## config.mk

```make
export PLATFORM = sky130hd
export DESIGN_NAME = spi_register_decoder_flat
export DESIGN_NICKNAME = d
export VERILOG_FILES = /design/src/rtl/spi_register_decoder_if.sv /design/src/rtl/spi_register_decoder.sv /design/src/flat_wrapper.sv
export SDC_FILE = /design/constraint.sdc
export NUM_CORES = 1
export LEC_CHECK = 0
export CORE_ASPECT_RATIO = 2
export CORE_MARGIN = 5
export CORE_UTILIZATION = 59
export DETAILED_ROUTE_END_ITERATION = 12
export PLACE_DENSITY = 0.88
export SYNTH_ARGS = -nofsm -noshare
export SYNTH_HDL_FRONTEND = slang
export SYNTH_SLANG_ARGS = --single-unit
```

## constraint.sdc

```tcl
create_clock -name clk -period 5.2 [get_ports clk]
set_input_delay 1.04 -clock clk [delete_from_list [all_inputs] [get_ports clk]]
set_output_delay 1.04 -clock clk [all_outputs]
set_load 0.02 [all_outputs]
```

## src/rtl/spi_register_decoder_if.sv

```systemverilog
// Shifter <-> decoder handshake bundle: command/word pulses in, staged read response out.
interface spi_register_decoder_if #(
  parameter int unsigned WORD_SIZE    = 32,
  parameter int unsigned COMMAND_SIZE = 8
);
  logic [COMMAND_SIZE-1:0] command;
  logic                    command_ready;
  logic [WORD_SIZE-1:0]    word_received;
  logic                    word_rx_complete;
  logic [WORD_SIZE-1:0]    word_to_output;

  modport master (
    output command, command_ready, word_received, word_rx_complete,
    input  word_to_output
  );

  modport slave (
    input  command, command_ready, word_received, word_rx_complete,
    output word_to_output
  );
endinterface

```

## src/rtl/spi_register_decoder.sv

```systemverilog
// Decodes SPI shifter commands into reads/writes of a small 32-bit register bank.
// Optional: define SPI_DECODER_LAST_WORD_EN for a read-only last-word capture register at 0x7F.
module spi_register_decoder #(
  parameter int unsigned WORD_SIZE    = 32,
  parameter int unsigned COMMAND_SIZE = 8,
  parameter int unsigned NUM_REGS     = 8,
  parameter logic [31:0] DEVICE_ID    = 32'h50494356
) (
  input  logic                    clk,
  input  logic                    rst_n,
  spi_register_decoder_if.slave   bus,
  output logic [WORD_SIZE-1:0]    ctrl_out,
  output logic                    write_strobe,
  output logic [COMMAND_SIZE-2:0] write_address,
  output logic [WORD_SIZE-1:0]    write_data,
  output logic                    error
);
  localparam int unsigned ADDR_W = COMMAND_SIZE - 1;
  localparam int unsigned GEN_N  = NUM_REGS - 5;
`ifdef SPI_DECODER_LAST_WORD_EN
  localparam logic [ADDR_W-1:0] LAST_ADDR = '1;
`endif

  typedef enum logic {IDLE, AWAIT_WORD} state_t;

  state_t              state, state_n;
  logic                pend_write, pend_write_n;
  logic [ADDR_W-1:0]   pend_addr, pend_addr_n;
  logic [WORD_SIZE-1:0] scratch, scratch_n;
  logic [WORD_SIZE-1:0] ctrl_n;
  logic [WORD_SIZE-1:0] gen [GEN_N];
  logic [WORD_SIZE-1:0] gen_n [GEN_N];
  logic [2:0]          status, status_n;
  logic [WORD_SIZE-1:0] counter, counter_n;
  logic [WORD_SIZE-1:0] wto_n;
  logic                strobe_n;
  logic [ADDR_W-1:0]   waddr_n;
  logic [WORD_SIZE-1:0] wdata_n;
  logic [WORD_SIZE-1:0] rd_data_c;
  logic                rd_bad_c;
  logic                wr_ro_c;
  logic [ADDR_W-1:0]   cmd_addr_c;
`ifdef SPI_DECODER_LAST_WORD_EN
  logic [WORD_SIZE-1:0] last_word, last_n;
`endif

  assign cmd_addr_c = bus.command[ADDR_W-1:0];

  // Word completion is applied first so a same-edge command sees its results.
  always_comb begin
    state_n      = state;
    pend_write_n = pend_write;
    pend_addr_n  = pend_addr;
    scratch_n    = scratch;
    ctrl_n       = ctrl_out;
    gen_n        = gen;
    status_n     = status;
    counter_n    = counter;
    wto_n        = bus.word_to_output;
    strobe_n     = 1'b0;
    waddr_n      = write_address;
    wdata_n      = write_data;
    rd_data_c    = '0;
    rd_bad_c     = 1'b0;
    wr_ro_c      = (pend_addr == ADDR_W'(0)) || (pend_addr == ADDR_W'(4));
`ifdef SPI_DECODER_LAST_WORD_EN
    last_n       = last_word;
    wr_ro_c      = wr_ro_c || (pend_addr == LAST_ADDR);
`endif

    if (bus.word_rx_complete) begin
      counter_n = counter + WORD_SIZE'(1);
`ifdef SPI_DECODER_LAST_WORD_EN
      last_n = bus.word_received;
`endif
      if (state == AWAIT_WORD) begin
        state_n = IDLE;
        if (pend_write) begin
          if (wr_ro_c) begin
            status_n[2] = 1'b1;
          end else if (pend_addr >= ADDR_W'(NUM_REGS)) begin
            status_n[0] = 1'b1;
          end else begin
            strobe_n = 1'b1;
            waddr_n  = pend_addr;
            wdata_n  = bus.word_received;
            if (pend_addr == ADDR_W'(1)) scratch_n = bus.word_received;
            else if (pend_addr == ADDR_W'(2)) ctrl_n = bus.word_received;
            else if (pend_addr == ADDR_W'(3)) status_n = status & ~bus.word_received[2:0];
            else begin
              for (int unsigned i = 0; i < GEN_N; i++) begin
                if (pend_addr == ADDR_W'(i + 5)) gen_n[i] = bus.word_received;
              end
            end
          end
        end
      end
    end

    if (bus.command_ready) begin
      // Cut-short write: new command arrived with no data word.
      if (state == AWAIT_WORD && !bus.word_rx_complete && pend_write) status_n[1] = 1'b1;
      state_n      = AWAIT_WORD;
      pend_write_n = bus.command[COMMAND_SIZE-1];
      pend_addr_n  = cmd_addr_c;

      if (cmd_addr_c == ADDR_W'(0)) rd_data_c = WORD_SIZE'(DEVICE_ID);
      else if (cmd_addr_c == ADDR_W'(1)) rd_data_c = scratch_n;
      else if (cmd_addr_c == ADDR_W'(2)) rd_data_c = ctrl_n;
      else if (cmd_addr_c == ADDR_W'(3)) rd_data_c = WORD_SIZE'(status_n);
      else if (cmd_addr_c == ADDR_W'(4)) rd_data_c = counter_n;
      else if (cmd_addr_c < ADDR_W'(NUM_REGS)) begin
        for (int unsigned i = 0; i < GEN_N; i++) begin
          if (cmd_addr_c == ADDR_W'(i + 5)) rd_data_c = gen_n[i];
        end
      end
`ifdef SPI_DECODER_LAST_WORD_EN
      else if (cmd_addr_c == LAST_ADDR) rd_data_c = last_n;
`endif
      else rd_bad_c = 1'b1;

      if (bus.command[COMMAND_SIZE-1]) begin
        wto_n = '0;
      end else begin
        wto_n = rd_data_c;
        if (rd_bad_c) status_n[0] = 1'b1;
      end
    end
  end

  always_ff @(posedge clk or negedge rst_n) begin
    if (!rst_n) begin
      state              <= IDLE;
      pend_write         <= 1'b0;
      pend_addr          <= '0;
      scratch            <= '0;
      ctrl_out           <= '0;
      for (int unsigned i = 0; i < GEN_N; i++) gen[i] <= '0;
      status             <= '0;
      counter            <= '0;
      bus.word_to_output <= '0;
      write_strobe       <= 1'b0;
      write_address      <= '0;
      write_data         <= '0;
      error              <= 1'b0;
`ifdef SPI_DECODER_LAST_WORD_EN
      last_word          <= '0;
`endif
    end else begin
      state              <= state_n;
      pend_write         <= pend_write_n;
      pend_addr          <= pend_addr_n;
      scratch            <= scratch_n;
      ctrl_out           <= ctrl_n;
      gen                <= gen_n;
      status             <= status_n;
      counter            <= counter_n;
      bus.word_to_output <= wto_n;
      write_strobe       <= strobe_n;
      write_address      <= waddr_n;
      write_data         <= wdata_n;
      error              <= |status;
`ifdef SPI_DECODER_LAST_WORD_EN
      last_word          <= last_n;
`endif
    end
  end
endmodule

```

## src/flat_wrapper.sv

```systemverilog
// flat-port wrapper written by rule: the top's interface ports become plain ports
module spi_register_decoder_flat 
#(
  parameter int unsigned WORD_SIZE    = 32,
  parameter int unsigned COMMAND_SIZE = 8,
  parameter int unsigned NUM_REGS     = 8,
  parameter logic [31:0] DEVICE_ID    = 32'h50494356
)
  (clk, rst_n, ctrl_out, write_strobe, write_address, write_data, error, bus_command, bus_command_ready, bus_word_received, bus_word_rx_complete, bus_word_to_output);
  spi_register_decoder_if #(.WORD_SIZE(WORD_SIZE), .COMMAND_SIZE(COMMAND_SIZE)) bus_i ();
  input  logic clk;
  input  logic rst_n;
  output logic [WORD_SIZE-1:0] ctrl_out;
  output logic write_strobe;
  output logic [COMMAND_SIZE-2:0] write_address;
  output logic [WORD_SIZE-1:0] write_data;
  output logic error;
  input wire logic [$bits(bus_i.command)-1:0] bus_command;
  input wire logic [$bits(bus_i.command_ready)-1:0] bus_command_ready;
  input wire logic [$bits(bus_i.word_received)-1:0] bus_word_received;
  input wire logic [$bits(bus_i.word_rx_complete)-1:0] bus_word_rx_complete;
  output wire logic [$bits(bus_i.word_to_output)-1:0] bus_word_to_output;
  assign bus_i.command = bus_command;
  assign bus_i.command_ready = bus_command_ready;
  assign bus_i.word_received = bus_word_received;
  assign bus_i.word_rx_complete = bus_word_rx_complete;
  assign bus_word_to_output = bus_i.word_to_output;
  spi_register_decoder #(.WORD_SIZE(WORD_SIZE), .COMMAND_SIZE(COMMAND_SIZE), .NUM_REGS(NUM_REGS), .DEVICE_ID(DEVICE_ID)) u_core (.clk(clk), .rst_n(rst_n), .bus(bus_i), .ctrl_out(ctrl_out), .write_strobe(write_strobe), .write_address(write_address), .write_data(write_data), .error(error));
endmodule
```

==> impl_metrics.json, run 1 <==
{
  "syn_area_per_cell_um2": 11.7,
  "cts_hold_repair.buffers": 0,
  "cp-start-kind": "input port",
  "synth_fa_ha_area_share_pct": 0.103,
  "area_fraction_in_compound_gates_after_synthesis_pct": 10.6,
  "vias": 9487,
  "finish.instance_area_mm2": 0.0148,
  "vdd.ir_drop.worst_mv": 0.340,
  "row_count": 74,
  "min_period_over_period_pct": 72.7,
  "pwr_density_cell_mw_per_mm2": 329,
  "cts_repair_resize_count": 0,
  "timing.final.crit_period_ns": 3.78,
  "drc_errors": 0,
  "timing.critical_path.from": "bus_command[4]",
  "final_number_of_hold_violating_endpoints": 0,
  "timing.setup.tns_ns": 0,
  "chipHeight_um": 213,
  "synth-seq-area-share_pct": 56.8,
  "die_w_um": 112,
  "placed_cells": 1426,
  "first_pass_grt_wire_length_mm": 56.1,
  "maxCapViolations": 0,
  "grt_pass1_vias": 10100,
  "detail_route.wirelength_mm": 35.8,
  "synthTopCellsByArea": "dfrtp_1 (57%), mux2_2 (14%), nand2_1 (5.3%), xnor2_1 (1.6%), nand4_1 (1.5%)",
  "fin_skew_ns": 0.00839,
  "cts_tree": "yes",
  "worst-endpoint-arrival_ns": 4.21,
  "final.fill_count": 1348,
  "holdCritPathClass": "reg -> reg",
  "area_of_the_die_mm2": 0.0238,
  "core_area_mm2": 0.0204,
  "synthArstFlopShare_pct": 100,
  "synth_flop_cell": "dfrtp_1",
  "synthesis.area_mm2": 0.0122,
  "antenna_left": 0,
  "synth_xor_area_share_pct": 2.08,
  "worst_ep_required_time_ns": 5.63,
  "track_usage_pct": 30.0,
  "layout-drive-gt1-share_pct": 20.3,
  "detailed_place.area_mm2": 0.0140,
  "synth_warnings": 0,
  "setup_viol": 0,
  "crit_type": "in -> reg",
  "cts_buffers": 25,
  "outcome": "completed",
  "finalWeightedCongestion": 0.960,
  "number_of_nets_in_the_layout": 1232,
  "route.detailed.wl_per_inst_um": 24.4,
  "dp.final_hpwl_mm": 23.8,
  "post-synth-top-area-cell": "dfrtp_1",
  "clkTransAtPathRegs_ns": 0.06,
  "postSynthRegisterBits": 277,
  "final-max-slew-violation-count": 0,
  "number_of_buffers_inserted_by_port_buffering": 148,
  "largest_net_degree_at_the_start_of_global_routing": 142,
  "fin_hold_ws_ns": 0.461,
  "power.leakage_uw": 0.00689,
  "critical_path.max_fanout": 13,
  "syn-num-nets": 1091,
  "synth.top_cell.area_share_pct": 56.8,
  "cts.repair_timing.setup_buffer_count": 0,
  "combinational_family_with_the_most_area_after_synthesis": "multiplexers",
  "initial_core_util_pct": 59.9,
  "totalPowerFinal_uw": 4860,
  "avgViaCountPerCell": 6.46,
  "final-instance-count-excl-fill": 1469,
  "cts.sinks": 277,
  "synth.top_cells.by_count": "dfrtp_1 (277), nand2_1 (172), mux2_2 (155), clkbuf_1 (46), a21oi_1 (33)",
  "antenna_found_initial": 0,
  "hp-start": "u_core.scratch[31]",
  "post_synth_mux_area_share_pct": 15.3,
  "area_growth_synth_to_finish_pct": 21.3,
  "clock_tree.root_cell": "clkbuf_16",
  "synth-edff-count": 0,
  "cts_buffer_depth": 3,
  "top_level_ports": 149,
  "timing.max_slew.rel_slack_pct": 29.3,
  "timing.fmax_mhz": 264,
  "initialDrtViolationCount": 813,
  "grt_overflow_total": 0,
  "htree_num_levels": 1,
  "grt_setup_unrepaired": "false",
  "drt_first_pass_iters": 6,
  "clk-insertion-delay-late_ns": 0.53,
  "synth_simple_gate_area_share_pct": 12.5,
  "antenna_cells_inserted": 0,
  "post_synth_inst_count": 1046,
  "post-synth-top-count-cell": "dfrtp_1",
  "rr_startpoint": "u_core.pend_addr[5]",
  "synth.distinct_cells": 66,
  "worstSetupEndpointType": "flop",
  "max_slew.worst_pin.slew_ns": 1.05
}
registers in the layout (all words and copies together) (netlist names), 3 cells and up:
register / flops
u_core.counter: 32
u_core.ctrl_out: 32
u_core.write_data: 32
u_core.scratch: 32
u_core.bus.word_to_output: 32
u_core.pend_addr: 7
u_core.write_address: 7
u_core.gen: 96
u_core.status: 3
final timing paths:
check / endpoint / slack, ns / cells past startpoint
max in group asynchronous: u_core.write_address[4] / 3.47 / 2
worst min register to register: u_core.scratch[31] / 0.46 / 2
worst min-delay path: u_core.scratch[31] / 0.46 / 2
worst max-delay path: u_core.bus.word_to_output[2] / 1.42 / 8
min in group asynchronous: u_core.ctrl_out[9] / 0.50 / 1
worst max register to register: u_core.bus.word_to_output[19] / 2.03 / 6
through the flow:
stage / utilization (%) / setup WS [ns]
floorplan: - / 1.96
global placement: 68.8 / 1.01
detailed placement: 68.8 / 0.946
CTS: 72.6 / 1.47
global route: 72.6 / 1.28
finish: 72.6 / 1.42
critical path, stage by stage:
cell	delay, ns
clkdlybuf4s50_1	0.45
nor4_1	0.90
nand2_1	0.32
nor2_1	0.62
buf_4	0.37
a22o_1	0.19
a211oi_1	0.07
o31ai_1	0.23
cells by family (layout without fill, tap and decap cells):
group	after synthesis	in the layout
XOR/XNOR	29	29
multiplexers	163	163
buffers and inverters	74	231
flip-flops	277	277
AO/OA/AOI/OAI	181	181
AND/OR/NAND/NOR	321	321
adder cells (fa/ha/maj)	1	1
metal layers:
layer / global-route usage [%] / vias to the layer above / share of wire [%]
met4: 19.9 / 0 / 7.9
li1: - / 4054 / -
met2: 50.5 / 547 / 49
met3: 5.45 / 177 / 7.9
met5: 0 / - / 0
met1: 35.2 / 4709 / 35
placed cells by master (no fill, tap or decap), types with 9 or more instances in the layout:
cell and instances:
nand4_1 29, nand2_1 172, dfrtp_1 277, inv_1 12, a221oi_1 9, clkbuf_16 25, xnor2_1 22, nor2b_1 9
nand3_1 21, o21ai_0 23, mux2_2 155, clkdlybuf4s50_1 147, a31oi_1 10, a21oi_1 33, nor3_1 9, and2_1 14
a22oi_1 19, nor2_1 23, buf_4 26
where the power goes:
group          internal [uW]  switching, uW  leakage [uW]
registers               2320            103       0.00375
clock network            969            791      0.000388
logic                    310            370       0.00275
final cells by class:
type	count	area [um^2]	share of cell area, %
Clock buffer	35	723	4.89
Tap cell	266	333	2.25
Timing Repair Buffer	176	1720	11.6
Multi-Input combinational cell	695	4990	33.7
Inverter	12	45.0	0.305
Sequential cell	277	6930	46.9
Clock inverter	8	47.5	0.322
(Power assumes the default switching activity.)
==> run 2: changes to the inputs <==
Settings changed: CORE_UTILIZATION 59 to 56, PLACE_DENSITY 0.88 to 0.84.
Clock period 5.2 ns to 3.55 ns, I/O delays scaled along.
==> run 2 against run 1 <==
Compared with the run above:
- hold slack worse by 0.31 ns
- flip-flop and latch count stayed put
- clock power increased by 65%
- die area rose by 5.0%
- final cell count rose by 2.3%
- worst setup slack got worse by 1.0 ns
- sequential share of layout area down 1.4 points
- core utilization shrank 1.7 points
- combinational power increased by 50%
==> impl_metrics.json, run 2 (synthesis results as in run 1) <==
{
  "worst_r2r_path_depth": 6,
  "initial_core_util_pct": 56.7,
  "core_area_mm2": 0.0215,
  "htree_num_levels": 1,
  "detail_route.wirelength_mm": 37.7,
  "vias": 9641,
  "top_level_ports": 149,
  "timing.setup.tns_ns": 0,
  "drc_errors": 0,
  "cp-start-kind": "flop",
  "cts.repair_timing.setup_buffer_count": 0,
  "cts.sinks": 277,
  "setup_viol": 0,
  "finish.instance_area_mm2": 0.0152,
  "cts_hold_repair.buffers": 0,
  "max_flop_register": "u_core.gen",
  "area_growth_synth_to_finish_pct": 24.9,
  "holdCritPathClass": "in -> async",
  "die_w_um": 114,
  "grt_setup_unrepaired": "false",
  "timing.final.crit_period_ns": 3.13,
  "final_number_of_hold_violating_endpoints": 0,
  "grt_pass1_vias": 10500,
  "cts_buffer_depth": 3,
  "avgViaCountPerCell": 6.41,
  "critical_path.max_fanout": 21,
  "grt_overflow_total": 0,
  "row_count": 76,
  "detailed_place.area_mm2": 0.0143,
  "final-max-slew-violation-count": 0,
  "fin_skew_ns": 0.00939,
  "cts_tree": "yes",
  "area_of_the_die_mm2": 0.0250,
  "track_usage_pct": 30.4,
  "route.detailed.wl_per_inst_um": 25.1,
  "r2r-end": "u_core.bus.word_to_output[18]",
  "vdd.ir_drop.worst_mv": 0.406,
  "cts_repair_resize_count": 0,
  "pwr_density_cell_mw_per_mm2": 490,
  "rr_startpoint": "u_core.pend_addr[5]",
  "max_slew.worst_pin.slew_ns": 0.649,
  "dp.final_hpwl_mm": 25.6,
  "number_of_buffers_inserted_by_port_buffering": 148,
  "min_period_over_period_pct": 88.3,
  "timing.critical_path.from": "u_core.pend_addr[5]",
  "maxCapViolations": 0,
  "timing.fmax_mhz": 319,
  "antenna_left": 0,
  "mostFrequentLayoutCells": "dfrtp_1 (277), nand2_1 (172), mux2_2 (155)",
  "power.leakage_uw": 0.00709,
  "chipHeight_um": 219,
  "clkTransAtPathRegs_ns": 0.07,
  "timing.max_slew.rel_slack_pct": 55.6,
  "drt_first_pass_iters": 7,
  "reg2reg_setup_slack_ns": 0.42,
  "fin_hold_ws_ns": 0.151,
  "largest_net_degree_at_the_start_of_global_routing": 80,
  "crit_type": "reg -> reg",
  "setup.worst_path.end": "u_core.bus.word_to_output[18]",
  "clk-insertion-delay-late_ns": 0.54,
  "number_of_nets_in_the_layout": 1257,
  "finalWeightedCongestion": 0.931,
  "worst_ep_required_time_ns": 3.98,
  "worst-endpoint-arrival_ns": 3.56,
  "antenna_found_initial": 1,
  "cts_buffers": 25,
  "initialDrtViolationCount": 819,
  "first_pass_grt_wire_length_mm": 58.2,
  "layout-drive-gt1-share_pct": 22.0,
  "worstSetupEndpointType": "flop",
  "largest_reg_flops": 96,
  "commonest_non_fill_non_tap_cell_in_the_layout": "dfrtp_1",
  "antenna_cells_inserted": 0,
  "clock_tree.root_cell": "clkbuf_16",
  "outcome": "completed"
}
## run 2: cell types whose count changed in the layout (fill, tap and decap cells not counted)
cell        change
bufinv_16       +4
nor3_4          -1
clkinvlp_4      +1
buf_4          +14
buf_12         +11
nor3_2          +1
clkinv_2        -3
## run 2: area by class of cell
type,instances,area (um^2)
repair buffers,201,2050
multi-input cells,695,4980
well taps,273,342
flip-flops and latches,277,6930
inverters,12,45.0
fillers,1544,6260
clock buffers,35,723
clock inverters,10,160
## run 2: layer usage
layer / wire length [um] / part of all wire, % / up-vias / track usage, %
li1: - / - / 4108 / -
met1: 13100 / 35 / 4869 / 34.1
met2: 19500 / 52 / 496 / 52.6
met3: 2320 / 6.1 / 166 / 4.60
met4: 2710 / 7.2 / 2 / 20.0
met5: 13 / 0.034 / - / 0
## run 2: power by group
group	switching [uW]	internal (uW)
Clock	1190	1720
Combinational	547	468
Sequential	154	3400
## run 2: through the flow
stage               std cells  util (%)  total power, uW  worst slack (ns)
floorplan                1046         -             4060             0.641
global route             1503      70.9             7730             0.350
global placement         1458      66.8             4570             0.281
CTS                      1503      70.9             7500             0.418
finish                   1503      70.9             7470             0.415
detailed placement       1458      66.8             4610             0.140
## run 2: worst min-delay path by stage
stage	depth (start not counted)	end	slack, ns
detailed placement	2	u_core.scratch[24]	0.45
global route	1	u_core.ctrl_out[9]	0.17
floorplan	0	u_core.bus.word_to_output[0]	0.41
CTS	1	u_core.scratch[9]	0.15
finish	1	u_core.ctrl_out[9]	0.15
global placement	2	u_core.scratch[25]	0.44
## run 2: critical path, stage by stage (launching register included)
cell and delay [ns]:
dfrtp_1 0.40, or4_4 0.64, or4_4 0.76, mux2_4 0.38, a222oi_1 0.40, o211ai_1 0.17
a32o_1 0.28
